### config.mk
export PLATFORM = sky130hd
export DESIGN_NAME = hazard_unit
export DESIGN_NICKNAME = d
export VERILOG_FILES = /design/src/rtl/core_pkg.sv /design/src/rtl/hazard_unit_fwd_select.sv /design/src/rtl/hazard_unit.sv
export SDC_FILE = /design/constraint.sdc
export NUM_CORES = 1
export LEC_CHECK = 0
export BUFFER_PORTS_ARGS = -buffer_cell sky130_fd_sc_hd__buf_4
export CORE_MARGIN = 3
export CORE_UTILIZATION = 48
export DETAILED_ROUTE_END_ITERATION = 10
export GPL_TIMING_DRIVEN = 0
export PLACE_DENSITY = 0.74
export RECOVER_POWER = 50
export SYNTH_ARGS = -nofsm -noshare
export SYNTH_HDL_FRONTEND = slang
export SYNTH_SLANG_ARGS = --single-unit
### constraint.sdc
create_clock -name clk -period 3.17 [get_ports clk]
set_input_delay 0.634 -clock clk [delete_from_list [all_inputs] [get_ports clk]]
set_output_delay 0.634 -clock clk [all_outputs]
set_load 0.01 [all_outputs]
### src/rtl/core_pkg.sv
// Shared definitions for the RV32I core: forwarding mux select codes and register index width.
package core_pkg;
   localparam int REG_ADDR_W_DEFAULT = 5;

   // Order matches the EX operand mux inputs: register file, writeback, MEM-stage ALU result.
   localparam logic [1:0] FWD_RF  = 2'b00;
   localparam logic [1:0] FWD_WB  = 2'b01;
   localparam logic [1:0] FWD_MEM = 2'b10;
endpackage

### src/rtl/hazard_unit_fwd_select.sv
// Per-operand forwarding select: purely combinational priority compare, MEM producer beats WB.
module fwd_select
   import core_pkg::*;
#(
   parameter int REG_ADDR_W = REG_ADDR_W_DEFAULT
) (
   input  logic [REG_ADDR_W-1:0] rs,
   input  logic [REG_ADDR_W-1:0] rd_m,
   input  logic                  reg_write_m,
   input  logic [REG_ADDR_W-1:0] rd_w,
   input  logic                  reg_write_w,
   output logic [1:0]            sel
);
   always_comb begin
      sel = FWD_RF;
      if (reg_write_m && (rd_m != '0) && (rd_m == rs))
         sel = FWD_MEM;
      else if (reg_write_w && (rd_w != '0) && (rd_w == rs))
         sel = FWD_WB;
   end
endmodule

### src/rtl/hazard_unit.sv
// Pipeline hazard controller: shadow tag pipeline, operand forwarding, load-use stall and branch flush.
// Optional performance counters enabled by HAZARD_PERF_EN.
module hazard_unit
   import core_pkg::*;
#(
   parameter int REG_ADDR_W = REG_ADDR_W_DEFAULT
`ifdef HAZARD_PERF_EN
  ,parameter int PERF_W     = 32
`endif
) (
   input  logic                  clk,
   input  logic                  reset,
   input  logic [REG_ADDR_W-1:0] rs1_d,
   input  logic [REG_ADDR_W-1:0] rs2_d,
   input  logic [REG_ADDR_W-1:0] rd_d,
   input  logic                  reg_write_d,
   input  logic                  mem_read_d,
   input  logic                  pc_src_e,
   output logic [1:0]            forward_a_e,
   output logic [1:0]            forward_b_e,
   output logic                  stall_f,
   output logic                  stall_d,
   output logic                  flush_d,
   output logic                  flush_e
`ifdef HAZARD_PERF_EN
  ,output logic [PERF_W-1:0]     stall_count,
   output logic [PERF_W-1:0]     flush_count
`endif
);
   logic [REG_ADDR_W-1:0] rs1_e, rs2_e, rd_e, rd_m, rd_w;
   logic                  reg_write_e, mem_read_e, reg_write_m, reg_write_w;
   logic                  lw_stall, stall_raw, flush_e_raw;
   logic [1:0]            sel_a, sel_b;

   assign lw_stall    = mem_read_e && (rd_e != '0) && ((rd_e == rs1_d) || (rd_e == rs2_d));
   // A taken branch squashes the stalled decode instruction, so it overrides the stall.
   assign stall_raw   = lw_stall && !pc_src_e;
   assign flush_e_raw = lw_stall || pc_src_e;

   always_ff @(posedge clk or posedge reset) begin
      if (reset) begin
         rs1_e       <= '0;
         rs2_e       <= '0;
         rd_e        <= '0;
         reg_write_e <= 1'b0;
         mem_read_e  <= 1'b0;
         rd_m        <= '0;
         reg_write_m <= 1'b0;
         rd_w        <= '0;
         reg_write_w <= 1'b0;
      end else begin
         rd_w        <= rd_m;
         reg_write_w <= reg_write_m;
         rd_m        <= rd_e;
         reg_write_m <= reg_write_e;
         if (flush_e_raw) begin
            rs1_e       <= '0;
            rs2_e       <= '0;
            rd_e        <= '0;
            reg_write_e <= 1'b0;
            mem_read_e  <= 1'b0;
         end else begin
            rs1_e       <= rs1_d;
            rs2_e       <= rs2_d;
            rd_e        <= rd_d;
            reg_write_e <= reg_write_d;
            mem_read_e  <= mem_read_d;
         end
      end
   end

   fwd_select #(.REG_ADDR_W(REG_ADDR_W)) u_fwd_a (
      .rs(rs1_e), .rd_m(rd_m), .reg_write_m(reg_write_m),
      .rd_w(rd_w), .reg_write_w(reg_write_w), .sel(sel_a)
   );

   fwd_select #(.REG_ADDR_W(REG_ADDR_W)) u_fwd_b (
      .rs(rs2_e), .rd_m(rd_m), .reg_write_m(reg_write_m),
      .rd_w(rd_w), .reg_write_w(reg_write_w), .sel(sel_b)
   );

   // Every output is forced low during reset, including the direct pc_src_e path.
   assign forward_a_e = reset ? FWD_RF : sel_a;
   assign forward_b_e = reset ? FWD_RF : sel_b;
   assign stall_f     = !reset && stall_raw;
   assign stall_d     = !reset && stall_raw;
   assign flush_d     = !reset && pc_src_e;
   assign flush_e     = !reset && flush_e_raw;

`ifdef HAZARD_PERF_EN
   always_ff @(posedge clk or posedge reset) begin
      if (reset) begin
         stall_count <= '0;
         flush_count <= '0;
      end else begin
         if (stall_raw) stall_count <= stall_count + 1'b1;
         if (pc_src_e)  flush_count <= flush_count + 1'b1;
      end
   end
`endif
endmodule

==> key figures <==
Cells and area
  • Fillers: 223
  • Multi-input logic area: roughly 670 sq um
  • Cell Count, Final, Fillers Out: ~190
  • Final #Nets: 181
  • P&R area growth vs syn: 19.9%
  • Storage element area: 726 sq um
  • Post-route cell area: 1740 sq um
  • Number of antenna repair diodes: 0
  • Share of post-route cells with drive strength above 1: 32.7%

Clock network
  • CTS tree: built
  • Worst-Skew Late Latency: 0.32 ns
  • CTS Sinks: 29
  • Post-CTS sizing: 1
  • Hold Buf Count CTS: 0
  • Root Buffer: clkbuf_4
  • CTS H-tree lvls: 2
  • Max clock buf depth: 2
  • Post-CTS setup buffer count: 0
  • Clock-pin slew on the worst setup and hold paths: 0.09 ns
  • CTS buffer count: 5

Timing
  • Setup WS post-layout: 0.296 ns
  • Endpoints failing setup: 0
  • Tcrit/Tclk final: 90.7%
  • Setup Skew: approximately 0.0066 ns
  • Tmin final: about 2.9 ns
  • Slew Viols, Final: 0
  • Rel. slew slack: 59.0%
  • Final hold violation count: 0
  • Worst-margin pin slew: 0.614 ns
  • Max Freq: around 0.35 GHz
  • RSZ-0062 raised after global routing: false
  • Final setup TNS: 0 ns

Yosys
  • Synth cell count leaders: dfrtp_1 (29), xnor2_1 (22), nand2b_1 (17)
  • Top_reg_cell synth: dfrtp_1
  • Net Count, Synth: 148
  • Post-synth ARST share: 100%
  • Synthesized area per cell: 11.3 sq um
  • Synth warn: 0
  • Post-synth EDFFs: 0
  • Cell variety after synth: 26
  • Dominant cell by count in the synthesized netlist: dfrtp_1
  • Synthesized area: around 1500 sq um
  • Syn Inst Count: 128
  • Seq/Total Area, Yosys: between 50% and 60%
  • Seq cells post-synth: 29
  • Cell taking the most area after synthesis: dfrtp_1
  • Main area contributors after synthesis: dfrtp_1 (50%), xnor2_1 (13%), nand2b_1 (7.3%)
  • Yosys top cell area share: 50.0%

Global routing
  • First-pass GRT wire length: 4840 microns
  • GR Overflow Total: 0
  • Antenna violations before repair: 0
  • Vias in the first global route: 1075
  • Largest net degree at the start of global routing: 32
  • All-Layer GR Usage: 18.6%

Setup path
  • Crit Path Class: primary input to output pin
  • CP Data Required Time: about 2.5 ns
  • Worst Path Max Fanout: 31
  • Worst path most repeated cell: buf_4
  • CP Cell Sequence: buf_4, clkinvlp_4, o211ai_1, or4_1, nor4_2, buf_4
  • Slowest stage delay, CP: 0.56 ns
  • Slowest cell on the critical path: or4_1
  • Worst setup EP type: output pin
  • CP arrival: about 2.2 ns
  • CP Launch Type: primary input

Floorplanning
  • Die area: about 3700 sq um
  • Chip Width: about 60 microns
  • CORE AREA: 2830 sq um
  • Initial Utilization: 51.3%
  • IO Pins: 28
  • Number of core rows: 19
  • Die H: 61.0 microns

Routing
  • Vias: ~1000
  • DRC Markers: 0
  • DR iter-0 viols: 22
  • DRT Pass-1 Iters: 4
  • Vias/cell: 5.17
  • DR WL/cell: between 10 and 15 microns
  • Final wirelength: between 2000 and 3000 microns
  • DRT antenna net count: 0

Placement
  • # placed instances: roughly 190
  • Gpl congestion: 0.938
  • Port Buffers: 26
  • Hpwl dp: 2100 microns
  • Area after DPL: ~1700 sq um
  • Setup WS pre-CTS: -0.221 ns

Flow run
  • Max-cap violations: 0

Run status
  • Status: complete, no violations

Pwr
  • Max rail drop VDD: 0.264 mV
  • Leak Pwr: 0.773 nW
  • PD cells: 427 nW/um^2

Min path
  • Worst hold-check path type: flop to flop
final cells by class:
type,instances,share of cell area (%)
multi-input cells,92,38.5
plain buffers,6,2.95
well taps,31,2.23
repair buffers,26,11.2
clock buffers,6,2.37
inverters,1,0.432
clock inverters,2,0.576
flip-flops and latches,29,41.7
layout by cell type (no fill, tap or decap):
cell / synthesis / layout
dfrtp_1: 29 / 29
buf_4: 1 / 27
xnor2_1: 22 / 22
nand2b_1: 17 / 17
a21oi_2: 10 / 10
xor2_1: 8 / 8
a21oi_1: 7 / 7
nand3_1: 5 / 5
clkbuf_4: 0 / 5
nand2_1: 4 / 4
or4_1: 4 / 4
nor3_1: 4 / 4
clkbuf_1: 2 / 3
nor4_1: 2 / 2
clkinv_2: 0 / 2
o22ai_2: 1 / 1
buf_2: 1 / 1
o21a_1: 1 / 1
buf_6: 1 / 1
buf_12: 1 / 1
clkinvlp_4: 0 / 1
o21ai_2: 1 / 1
o211ai_1: 1 / 1
nor4_2: 1 / 1
nor2_1: 1 / 1
and3_2: 1 / 1
nor2b_1: 1 / 1
a31o_2: 1 / 1
worst max-delay path, delay by kind of cell:
kind	cells	cell delay [ns]
AND/OR/NAND/NOR	2	0.70
buffers and inverters	3	0.72
AO/OA/AOI/OAI	1	0.19
path summary, 6_finish.rpt:
path	start	endpoint	slack, ns	depth (start not counted)
min in group asynchronous	reset	rd_m[3]	0.41	2
worst max register to register	rd_e[4]	rs2_e[1]	1.42	5
max in group asynchronous	reset	rd_w[2]	2.40	2
worst min register to register	reg_write_e	reg_write_m	0.36	0
worst min-delay path	reg_write_e	reg_write_m	0.36	0
worst max-delay path	reset	forward_a_e[0]	0.30	6
routing by layer:
metal | track usage, % | vias up | routed length (microns)
li1 | - | 495 | -
met2 | 30.2 | 30 | 1390
met4 | 10.8 | 0 | 70
met5 | 0 | - | 0
met1 | 22.0 | 465 | 1080
met3 | 5.11 | 8 | 157
metrics by stage:
| stage | utilization (%) | power [mW] | hold WS (ns) |
|---|---|---|---|
| final | 61.5 | 0.743 | 0.360 |
| after global routing | 61.5 | 0.789 | 0.357 |
| after CTS | 61.5 | 0.752 | 0.358 |
| after detailed placement | 59.5 | 0.545 | 0.338 |
| after global placement | 59.5 | 0.540 | 0.337 |
| after floorplan | - | 0.501 | 0.331 |
power breakdown:
group | switching [mW] | leakage (nW) | internal [mW]
Clock | 0.122 | 0.0320 | 0.0842
Sequential | 0.0224 | 0.374 | 0.390
Combinational | 0.0595 | 0.367 | 0.0647
sequential cells by signal (all words and copies together), names as in the netlist:
register     count
rd_m             5
rd_w             5
rd_e             5
rs1_e            5
rs2_e            5
mem_read_e       1
reg_write_w      1
reg_write_e      1
reg_write_m      1
kinds of logic after synthesis:
logic type	Yosys count	synth area share (%)
and+or+nand+nor	40	16.5
buffers and inverters	7	3.80
xor gates and xnor gates	30	18.1
DFF	29	50.0
AOI/OAI and AO/OA	22	11.6
(Power assumes the default switching activity.)
